### src/rtl/cabac_nb_pkg.sv
// Shared definitions for the CABAC neighbour read/write controller:
// FSM state encodings, default address/data widths and the layout of the
// neighbour word {mb_type, chroma_mode, cbp}.
package cabac_nb_pkg;

   // Default widths of the neighbour RAM interface
   localparam int NB_ADDR_W = 7;
   localparam int NB_DATA_W = 12;

   // Field widths inside one neighbour word
   localparam int MB_TYPE_W     = 4;
   localparam int CHROMA_MODE_W = 4;
   localparam int CBP_W         = 4;

   // Controller FSM state encodings
   localparam int         ST_W    = 3;
   localparam logic [2:0] ST_IDLE = 3'd0;
   localparam logic [2:0] ST_RD   = 3'd1;
   localparam logic [2:0] ST_WAIT = 3'd2;
   localparam logic [2:0] ST_PRES = 3'd3;
   localparam logic [2:0] ST_UPD  = 3'd4;
   localparam logic [2:0] ST_WR   = 3'd5;

   // Structured view of a neighbour word, MSB first
   typedef struct packed {
      logic [MB_TYPE_W-1:0]     mb_type;
      logic [CHROMA_MODE_W-1:0] chroma_mode;
      logic [CBP_W-1:0]         cbp;
   } nb_word_t;

   // Assemble a neighbour word from its fields
   function automatic nb_word_t nb_pack(input logic [MB_TYPE_W-1:0]     mb_type,
                                        input logic [CHROMA_MODE_W-1:0] chroma_mode,
                                        input logic [CBP_W-1:0]         cbp);
      nb_word_t w;
      w.mb_type     = mb_type;
      w.chroma_mode = chroma_mode;
      w.cbp         = cbp;
      return w;
   endfunction

endpackage

### src/rtl/cabac_neighbour_rw_ctrl.sv
// CABAC neighbour read/write controller.
// Per CTU: fetch the top neighbour word from the external 2-port neighbour
// RAM (skipped in row 0), present top/left words to the context stage, take
// the current CTU's word back and write it to the RAM, keeping it as the next
// CTU's left neighbour.
// Optional feature: define CABAC_NB_CTU_CNT_EN to add ctu_cnt_o[15:0], a
// wrapping count of completed CTUs.
module cabac_neighbour_rw_ctrl
   import cabac_nb_pkg::*;
#(
   parameter int ADDR_W     = NB_ADDR_W,
   parameter int DATA_W     = NB_DATA_W,
   parameter int MB_X_TOTAL = 128
) (
   input  logic              clk,
   input  logic              rst,
   input  logic              start_i,
   input  logic [ADDR_W-1:0] ctu_x_i,
   input  logic              first_row_i,
   output logic              mem_r_en_o,
   output logic [ADDR_W-1:0] mem_r_addr_o,
   input  logic [DATA_W-1:0] mem_r_data_i,
   output logic              mem_w_en_o,
   output logic [ADDR_W-1:0] mem_w_addr_o,
   output logic [DATA_W-1:0] mem_w_data_o,
   output logic              nb_valid_o,
   input  logic              nb_ready_i,
   output logic [DATA_W-1:0] nb_top_o,
   output logic [DATA_W-1:0] nb_left_o,
   output logic              top_avail_o,
   output logic              left_avail_o,
   input  logic              upd_valid_i,
   output logic              upd_ready_o,
   input  logic [DATA_W-1:0] upd_data_i,
`ifdef CABAC_NB_CTU_CNT_EN
   output logic [15:0]       ctu_cnt_o,
`endif
   output logic              busy_o,
   output logic              done_o,
   output logic              err_o
);

   // Column limit widened by one bit so MB_X_TOTAL == 2**ADDR_W is representable
   localparam logic [ADDR_W:0] X_LIMIT = (ADDR_W+1)'(MB_X_TOTAL);

   logic [ST_W-1:0]   state_q, state_d;
   logic [ADDR_W-1:0] ctu_x_q, ctu_x_d;
   logic              first_row_q, first_row_d;
   logic [DATA_W-1:0] top_q, top_d;
   logic [DATA_W-1:0] left_q, left_d;
   logic [DATA_W-1:0] wdata_q, wdata_d;
   logic              err_q, err_d;
   logic              x_in_range;
   logic              run;

   assign x_in_range = ({1'b0, ctu_x_i} < X_LIMIT);
   // Outputs are forced low while reset is held, even before the reset edge
   assign run        = ~rst;

   // Next-state and register-update logic of the CTU sequencing FSM
   always_comb begin
      state_d     = state_q;
      ctu_x_d     = ctu_x_q;
      first_row_d = first_row_q;
      top_d       = top_q;
      left_d      = left_q;
      wdata_d     = wdata_q;
      err_d       = 1'b0;
      case (state_q)
         ST_IDLE: begin
            if (start_i) begin
               if (x_in_range) begin
                  ctu_x_d     = ctu_x_i;
                  first_row_d = first_row_i;
                  if (first_row_i) begin
                     // Row 0 has no top neighbour: skip the RAM read entirely
                     top_d   = '0;
                     state_d = ST_PRES;
                  end else begin
                     state_d = ST_RD;
                  end
               end else begin
                  err_d = 1'b1;
               end
            end
         end
         ST_RD: begin
            state_d = ST_WAIT;
         end
         ST_WAIT: begin
            // RAM data arrives one cycle after the read strobe
            top_d   = mem_r_data_i;
            state_d = ST_PRES;
         end
         ST_PRES: begin
            if (nb_ready_i) begin
               state_d = ST_UPD;
            end
         end
         ST_UPD: begin
            if (upd_valid_i) begin
               wdata_d = upd_data_i;
               state_d = ST_WR;
            end
         end
         ST_WR: begin
            // The word just written is the left neighbour of the next column
            left_d  = wdata_q;
            state_d = ST_IDLE;
         end
         default: begin
            state_d = ST_IDLE;
         end
      endcase
   end

   // State and datapath registers with synchronous reset
   always_ff @(posedge clk) begin
      if (rst) begin
         state_q     <= ST_IDLE;
         ctu_x_q     <= '0;
         first_row_q <= 1'b0;
         top_q       <= '0;
         left_q      <= '0;
         wdata_q     <= '0;
         err_q       <= 1'b0;
      end else begin
         state_q     <= state_d;
         ctu_x_q     <= ctu_x_d;
         first_row_q <= first_row_d;
         top_q       <= top_d;
         left_q      <= left_d;
         wdata_q     <= wdata_d;
         err_q       <= err_d;
      end
   end

   // Output decode from the current state, gated low during reset
   always_comb begin
      mem_r_en_o   = run && (state_q == ST_RD);
      mem_r_addr_o = mem_r_en_o ? ctu_x_q : '0;
      mem_w_en_o   = run && (state_q == ST_WR);
      mem_w_addr_o = mem_w_en_o ? ctu_x_q : '0;
      mem_w_data_o = mem_w_en_o ? wdata_q : '0;
      nb_valid_o   = run && (state_q == ST_PRES);
      top_avail_o  = nb_valid_o && !first_row_q;
      left_avail_o = nb_valid_o && (ctu_x_q != '0);
      nb_top_o     = nb_valid_o ? top_q : '0;
      nb_left_o    = left_avail_o ? left_q : '0;
      upd_ready_o  = run && (state_q == ST_UPD);
      busy_o       = run && (state_q != ST_IDLE);
      done_o       = run && (state_q == ST_WR);
      err_o        = run && err_q;
   end

`ifdef CABAC_NB_CTU_CNT_EN
   logic [15:0] ctu_cnt_q;

   // Completed-CTU counter, wraps naturally at 16 bits
   always_ff @(posedge clk) begin
      if (rst) begin
         ctu_cnt_q <= '0;
      end else if (state_q == ST_WR) begin
         ctu_cnt_q <= ctu_cnt_q + 16'd1;
      end
   end

   assign ctu_cnt_o = run ? ctu_cnt_q : '0;
`endif

endmodule
### config.mk
export PLATFORM = sky130hd
export DESIGN_NAME = cabac_neighbour_rw_ctrl
export DESIGN_NICKNAME = d
export VERILOG_FILES = /design/src/rtl/cabac_nb_pkg.sv /design/src/rtl/cabac_neighbour_rw_ctrl.sv
export SDC_FILE = /design/constraint.sdc
export NUM_CORES = 1
export LEC_CHECK = 0
export ABC_AREA = 1
export CAP_MARGIN = 10
export CORE_MARGIN = 5
export CORE_UTILIZATION = 42
export CTS_CLUSTER_DIAMETER = 30
export CTS_CLUSTER_SIZE = 12
export DETAILED_ROUTE_END_ITERATION = 7
export GPL_TIMING_DRIVEN = 0
export PLACE_DENSITY = 0.9
export RECOVER_POWER = 50
export SLEW_MARGIN = 20
export SYNTH_ARGS = -nofsm -noshare
export SYNTH_HDL_FRONTEND = slang
export SYNTH_SLANG_ARGS = --single-unit
### constraint.sdc
create_clock -name clk -period 3.2 [get_ports clk]
set_clock_uncertainty 0.1 [all_clocks]
set_input_delay 0.48 -clock clk [delete_from_list [all_inputs] [get_ports clk]]
set_output_delay 0.48 -clock clk [all_outputs]
set_load 0.01 [all_outputs]
## Yosys cells after proc, flatten, opt, wreduce, memory -nomap -nowiden

Index checks and enable logic that the tools add are counted.
Widths: inputs -> output; s select.

| cells by class | value |
|---|---|
| reductions and logical operators | 16 |
| bitwise logic cells | 1 |
| equality and inequality tests | 9 |
| muxes and demuxes | 13 |

Operators with widths:

| operator | number |
|---|---|
| $mux 12 | 5 |
| $pmux 12 s2 | 1 |
| $pmux 3 s5 | 1 |
| $mux 7 | 2 |
| $mux 3 | 3 |
| $ne 2x2->1 const B | 4 |
| $logic_and 1x1->1 | 7 |
| $reduce_bool 7->1 | 1 |
| $eq 3x2->1 const B | 2 |
| $eq 3x3->1 const B | 2 |
| $reduce_and 3->1 | 2 |
| $reduce_and 2->1 | 2 |
| $eq 3x1->1 const B | 1 |
| $logic_not 3->1 | 1 |
| $reduce_bool 3->1 | 1 |
| $mux 2 | 1 |
| $reduce_bool 2->1 | 1 |
| $logic_not 1->1 | 1 |
| $not 1->1 | 1 |

| storage, ports and cells | value |
|---|---|
| input bits | 37 |
| bits in registers | 47 |
| logic and storage cells | 45 |

## Longest topological paths before layout

Gate-level depths: netlist of run 1.

| depth | value |
|---|---|
| word-level depth | 4 |
| mapped depth | 7 |
| gate-level depth less buffers | 6 |

## Worst setup path before layout of run 1

OpenSTA, ideal clock, no wires.

| timing | value |
|---|---|
| path kind | input port to output port |
| start point | input rst |
| end point | output nb_left_o[10] |
| stages | 5 |
| arrival | 1.176 ns |
| path slack | 1.444 ns |
| data required time | 2.620 ns |
| cells stage by stage | inv_1 buf_2 nand2_2 buf_6 nor3_2 |

| on the way | value |
|---|---|
| word-level cells in the longest chain between the ends | 4 |

RTL lines:

| element | RTL line | text |
|---|---|---|
| start: declaration | cabac_neighbour_rw_ctrl.sv:16 | `input logic rst,` |
| $not 1->1 | cabac_neighbour_rw_ctrl.sv:58 | `assign run = ~rst;` |
| $logic_and 1x1->1 | cabac_neighbour_rw_ctrl.sv:145 | `nb_valid_o = run && (state_q == ST_PRES);` |
| $logic_and 1x1->1 | cabac_neighbour_rw_ctrl.sv:147 | `left_avail_o = nb_valid_o && (ctu_x_q != '0);` |
| $mux 12 | cabac_neighbour_rw_ctrl.sv:149 | `nb_left_o = left_avail_o ? left_q : '0;` |
| end: declaration | cabac_neighbour_rw_ctrl.sv:29 | `output logic [DATA_W-1:0] nb_left_o,` |

No other way between the ends.

## Final worst setup path of run 1

| timing | value |
|---|---|
| start point | input rst |
| end point | output nb_left_o[3] |

The elaborated chain is that of the path after synthesis.

==> flow_summary_export.csv, run 1 <==
group,metric,value,unit
layout,drive_above_1_share,7.38,%
layout,fin_util,65.1,%
synth,synth_top_area_share,42.7,%
timing,hold_viol,0,
timing,final_max_slew_viol_count,0,
clock_network,cts_htree_levels,2,
detailed_routing,ant_nets,0,
floorplanning,die_y,82.5,um
flow_run,maxCapViolations,0,
floorplanning,design.die.area,6800,um^2
timing,fin_setup_tns,0,ps
pwr,clock_power_share,26.8,%
layout,multi_input_area,922,um^2
layout,layout.nets,456,
layout,n_antenna_cell,0,
synth,ys_ff_latch,47,
placed_design,post-dp-hpwl,5000,um
global_route,grt_util_met2,36.3,%
layout,synthToLayoutAreaGrowth,50.9,%
global_route,grt_pass1_wl,10300,um
global_route,antenna_found_initial,0,
synth,syn_area,2200,um^2
clock_network,cts_tree,"yes",
global_route,grt.busiest_layer,"met2",
pwr,power_frac_seq,38.5,%
worst_setup_path,crit_arrival,2370,ps
global_route,grt-ovfl-total,0,
timing,fin_crit_sh,92.3,%
layout,final_cell_mix,"90 x clkdlybuf4s50_1, 51 x inv_1, 47 x dfxtp_1",
global_route,met1_usage,22.1,%
layout,fillers,453,
global_route,grt_pass1_vias,2251,
clock_network,cts-buffers-inserted,5,
timing,rsz0062_at_grt,"no",
synth,ys_types,22,
synth,syn_nets,356,
synth,synth_seq_area_share,42.7,%
clock_network,ctsHoldBuffers,0,
run_status,status,"completed",
placed_design,io_buffers,93,
clock_network,post_cts_buffers,0,
clock_network,clk_pin_slew,90,ps
global_route,use_met3,3.36,%
worst_setup_path,crit_required,2620,ps
synth,syn_inst,319,
timing,timing.fmax,339,MHz
clock_network,clock_sinks,47,
clock_network,cts_root_buf,"clkbuf_8",
layout,final_cell_area,3330,um^2
synth,synth_top_cell_by_area,"dfxtp_1",
floorplanning,start_util,43.2,%
pwr,p_comb_share,34.7,%
pwr,internal_power,1230,uW
floorplanning,die_w,82.5,um
detailed_routing,route.detailed.drc,0,
clock_network,insertion_delay,290,ps
timing,relSlewSlack,63.0,%
clock_network,clock_path_buffers,2,
floorplanning,std_cell_rows,26,
synth,yosysWarnings,0,
clock_network,post_cts_resized,0,
floorplanning,ios,96,
pwr,ir_worst_vdd,0.000333,V
timing,worst_slew_pin_slew,553,ps
detailed_routing,via_per_inst,4.90,
timing,fin_crit,2950,ps
detailed_routing,drtIter0Drc,163,
worst_setup_path,cp_max_fo,10,
detailed_routing,dr.pass1.iters,4,
worst_setup_path,end_kind,"output port",
worst_setup_path,crit_type,"primary input to output port",
detailed_routing,vias,2400,
detailed_routing,drt-total-wl,6580,um
min_path,min_path_type,"flip-flop to flip-flop",
timing,setup_violations,0,
pwr,switchingPower,681,uW
floorplanning,core,5110,um^2
pwr,power_density,574,nW/um^2
placed_design,postPlaceCellArea,3220,um^2
pwr,switching_share,35.7,%
layout,mostFrequentLayoutCell,"clkdlybuf4s50_1",
placed_design,place_congestion,0.818,
global_route,grt_start_max_net_pins,15,
layout,regArea,941,um^2
synth,synthTopCellsByArea,"dfxtp_1 43%, nand3_1 9.1%, inv_1 8.7%, a21oi_1 8.2%, nor2_1 7.5%",
detailed_routing,routedWlPerCell,13.4,um
pwr,p_leak,0.00117,uW
worst_setup_path,start_kind,"primary input",
synth,synth_area_per_cell,6.91,um^2
global_route,track_usage,19.4,%
## stage by stage
| step | std cells | total power (uW) | worst slack [ps] | hold slack [ps] |
|---|---|---|---|---|
| 2_1_floorplan | 319 | 1220 | 1440 | 335 |
| 3_3_place_gp | 482 | 1410 | 282 | 351 |
| 3_5_place_dp | 482 | 1440 | 269 | 355 |
| 4_1_cts | 490 | 1940 | 251 | 369 |
| 5_1_grt | 490 | 2020 | 126 | 382 |
| 6_report | 490 | 1910 | 247 | 367 |
## synthesized netlist by cell type
master and number:
buf_6 1, nand4_1 2, nor2_1 44, buf_4 3
nor2_2 2, buf_2 12, nor2_4 2, buf_1 1
inv_1 51, nand2_1 28, conb_1 1, nand3_1 40
nor3_1 7, clkbuf_1 4, inv_2 4, nand3_2 2
nand2_2 2, nor3_2 5, o21ai_1 12, o21ai_0 13
dfxtp_1 47, a21oi_1 36
## critical path: stages
cell             delay (ps)
clkdlybuf4s50_1         480
inv_1                   120
buf_2                   210
nand2_2                 160
nor3_1                  310
clkdlybuf4s50_1         600
## per-layer routing
layer | vias up | wire [um]
li1 | 1204 | -
met1 | 1102 | 2640
met2 | 78 | 3440
met3 | 16 | 358
met4 | 0 | 140
met5 | - | 0
## flip-flops by register name, indices dropped and copies added (netlist names)
signal and cells:
first_row_q 1, state_q 3, wdata_q 12, left_q 12
top_q 12, ctu_x_q 7
## cell families after synthesis
| group | Yosys count | synth area share, % |
|---|---|---|
| simple gates | 134 | 28.8 |
| flops | 47 | 42.7 |
| compound gates | 61 | 13.8 |
| other cells | 1 | 0.170 |
| buf+inv | 76 | 14.5 |
## worst paths after layout
| path | cells past startpoint | to | startpoint | slack [ps] |
|---|---|---|---|---|
| worst max register to register | 6 | ctu_x_q[0] | state_q[1] | 1160 |
| worst min register to register | 2 | ctu_x_q[1] | ctu_x_q[1] | 370 |
| worst max-delay path | 6 | nb_left_o[3] | rst | 250 |
| worst min-delay path | 2 | ctu_x_q[1] | ctu_x_q[1] | 370 |
## power groups by stage
stage | sequential [uW] | clock, uW | combinational, uW
final | 735 | 512 | 662
after global routing | 747 | 539 | 738
after CTS | 741 | 513 | 690
after detailed placement | 753 | 0 | 682
after global placement | 748 | 0 | 662
after floorplan | 742 | 0 | 478
## cell type report
cell class	count	share of cell area, %
Buffer	21	3.16
Clock buffer	6	2.18
Clock inverter	2	1.81
Inverter	55	6.21
Multi-Input combinational cell	196	27.7
Sequential cell	47	28.3
Tap cell	70	2.63
Timing Repair Buffer	93	28.0
No activity file was read; power rests on OpenSTA's default activity.
==> run 2, diff against run 1 <==
Settings changed: ABC_AREA 1 to unset, PLACE_DENSITY 0.9 to 0.91.
==> flow_summary_export.csv, run 2 <==
group,metric,value,unit
synth,syn_area,2070,um^2
synth,ys_types,31,
worst_setup_path,start_kind,"primary input",
placed_design,post-dp-hpwl,4500,um
floorplanning,std_cell_rows,25,
worst_setup_path,crit_arrival,2440,ps
layout,final_cell_mix,"90 x clkdlybuf4s50_1, 50 x and2_1, 47 x dfxtp_1",
worst_setup_path,r2r-end,"wdata_q[0]",
worst_setup_path,r2r_start,"state_q[2]",
worst_setup_path,end_kind,"output port",
layout,mostFrequentLayoutCell,"clkdlybuf4s50_1",
placed_design,dp.cells,394,
detailed_routing,routedWlPerCell,14.3,um
timing,final_max_slew_viol_count,0,
layout,largestRegisters,"left_q: 12 flops, top_q: 12 flops, wdata_q: 12 flops",
layout,drive_above_1_share,7.16,%
synth,syn_inst,233,
global_route,track_usage,17.9,%
timing,setup_violations,0,
timing,worst_slew_pin_slew,531,ps
synth,ys_ff_latch,47,
clock_network,insertion_delay,300,ps
synth,synthArstFlopShare,0,%
detailed_routing,drtIter0Drc,87,
worst_setup_path,crit_required,2620,ps
worst_setup_path,startpoint,"rst",
synth,synth_area_per_cell,8.87,um^2
floorplanning,die_y,80.2,um
timing,relSlewSlack,64.6,%
timing,rsz0062_at_grt,"no",
global_route,grt_pass1_wl,9050,um
synth,synth_edf_count,0,
flow_run,maxCapViolations,0,
synth,dominantRegCellSynth,"dfxtp_1",
pwr,power_density,382,nW/um^2
synth,synthTopCellsByArea,"dfxtp_1 46%, and2_1 15%, a22o_1 10%, nand2_1 7.3%, a21oi_1 5.6%",
clock_network,cts_htree_levels,2,
synth,synth_top_area_share,45.5,%
timing,timing.fmax,331,MHz
global_route,grt_start_max_net_pins,16,
placed_design,place_congestion,0.845,
floorplanning,die_w,80.2,um
floorplanning,core,4750,um^2
layout,layout.nets,371,
worst_setup_path,cp_slowest_cell,"clkdlybuf4s50_1",
timing,fin_crit,3020,ps
detailed_routing,vias,1982,
worst_setup_path,cp_num_buf_inv,4,
worst_setup_path,r2r_slack,1140,ps
min_path,hp-start,"first_row_q",
pwr,ir_worst_vdd,0.000278,V
timing,fin_setup_tns,0,ps
worst_setup_path,worstRegToRegCells,5,
layout,n_antenna_cell,0,
global_route,grt-ovfl-total,0,
synth,synth_commonest_cells,"50 x and2_1, 47 x dfxtp_1, 40 x nand2_1",
placed_design,pre_cts_ws,126,ps
pwr,p_leak,0.00121,uW
clock_network,clock_sinks,47,
layout,fin_util,67.2,%
detailed_routing,via_per_inst,4.93,
worst_setup_path,cp_top_family,"buffers and inverters",
worst_setup_path,max_stage_delay,510,ps
detailed_routing,route.detailed.drc,0,
placed_design,io_buffers,94,
worst_setup_path,crit_type,"primary input to output port",
worst_setup_path,cp.depth,5,
synth,syn_nets,270,
floorplanning,start_util,43.5,%
synth,synth_top_cell_by_area,"dfxtp_1",
clock_network,cts-buffers-inserted,5,
global_route,antenna_found_initial,0,
clock_network,clk_pin_slew,80,ps
timing,fin_crit_sh,94.4,%
floorplanning,design.die.area,6420,um^2
detailed_routing,ant_nets,0,
synth,yosysWarnings,0,
worst_setup_path,cp_max_fo,10,
clock_network,post_cts_buffers,0,
floorplanning,ios,96,
layout,synthToLayoutAreaGrowth,54.5,%
clock_network,cts_tree,"yes",
timing,hold_viol,0,
run_status,status,"completed",
clock_network,clock_path_buffers,2,
worst_setup_path,crit_path_end,"busy_o",
timing,fin_ws,179,ps
layout,stdcell_count,402,
worst_setup_path,cp_cell_sequence,"clkdlybuf4s50_1, clkbuf_1, clkbuf_1, nor2_1, clkdlybuf4s50_1",
clock_network,cts_root_buf,"clkbuf_8",
synth,synth_seq_area_share,45.5,%
min_path,min_path_type,"flip-flop to flip-flop",
detailed_routing,dr.pass1.iters,4,
synth,synthMostInstantiatedCell,"and2_1",
global_route,grt_pass1_vias,1935,
detailed_routing,drt-total-wl,5740,um
[run 2: cell types whose count changed in the layout (fill, tap and decap cells not counted), sizes merged, moves of 3 or more]
| cell | previous run | this run |
|---|---|---|
| a22o | 0 | 24 |
| inv | 54 | 1 |
| buf | 12 | 9 |
| nor3 | 12 | 4 |
| nand2 | 30 | 40 |
| and2 | 0 | 50 |
| a21oi | 36 | 23 |
| nor4 | 0 | 3 |
| nand3 | 42 | 0 |
| nor2 | 48 | 5 |
| o21ai | 25 | 0 |
[run 2: final cells by class]
| type | count | area, um^2 |
|---|---|---|
| fillers | 406 | 1560 |
| clock inverters | 3 | 43.8 |
| clock buffers | 5 | 68.8 |
| multi-input cells | 166 | 1020 |
| plain buffers | 19 | 91.3 |
| flip-flops and latches | 47 | 941 |
| inverters | 1 | 3.75 |
| repair buffers | 94 | 941 |
| well taps | 67 | 83.8 |
[run 2: power breakdown]
part / internal [uW] / switching [uW] / total (uW)
registers: 607 / 16.0 / 623
clock network: 233 / 202 / 435
logic: 88.2 / 74.2 / 162
total: 928 / 292 / 1220
[run 2: layer usage]
| metal | vias up | part of all wire [%] | track usage, % |
|---|---|---|---|
| met5 | - | 0 | 0 |
| met4 | 0 | 2.5 | 8.28 |
| met1 | 921 | 42 | 20.1 |
| met3 | 11 | 4.8 | 3.92 |
| met2 | 57 | 50 | 32.0 |
| li1 | 993 | - | - |
[run 2: worst reg2reg max path: stages, from the launching register on]
cell and delay, ps:
dfxtp_1 440, clkbuf_1 460, and4bb_1 360, clkbuf_1 400, nand2_1 100, a21oi_1 140
[run 2: timing repair]
| item | 4_1_cts | 5_1_grt |
|---|---|---|
| resized for setup | 0 | 1 |
| hold buffers | 0 | 0 |
| setup endpoints to repair | 0 | 9 |
[run 2: logic make-up (layout without fill, tap and decap cells)]
family / Yosys count / in the layout / share of synthesized area [%]
and+or+nand+nor: 111 / 111 / 30.4
AOI/OAI and AO/OA: 52 / 52 / 17.7
DFF: 47 / 47 / 45.5
buffers and inverters: 20 / 122 / 5.08
muxes: 2 / 2 / 1.03
other: 1 / 1 / 0.181
[run 2: worst min path at each step]
stage | end | slack [ps] | cells after the start
global placement | first_row_q | 340 | 2
global route | first_row_q | 370 | 2
finish | first_row_q | 360 | 2
detailed placement | top_q[2] | 350 | 1
CTS | first_row_q | 360 | 2
floorplan | top_q[10] | 330 | 1
[run 2: per-stage QoR]
| step | area, um^2 | hold slack (ps) | power, uW |
|---|---|---|---|
| after floorplan | 2070 | 334 | 717 |
| after global placement | 3090 | 343 | 793 |
| after detailed placement | 3090 | 347 | 798 |
| after CTS | 3200 | 362 | 1230 |
| after global routing | 3190 | 375 | 1270 |
| final | 3190 | 357 | 1220 |
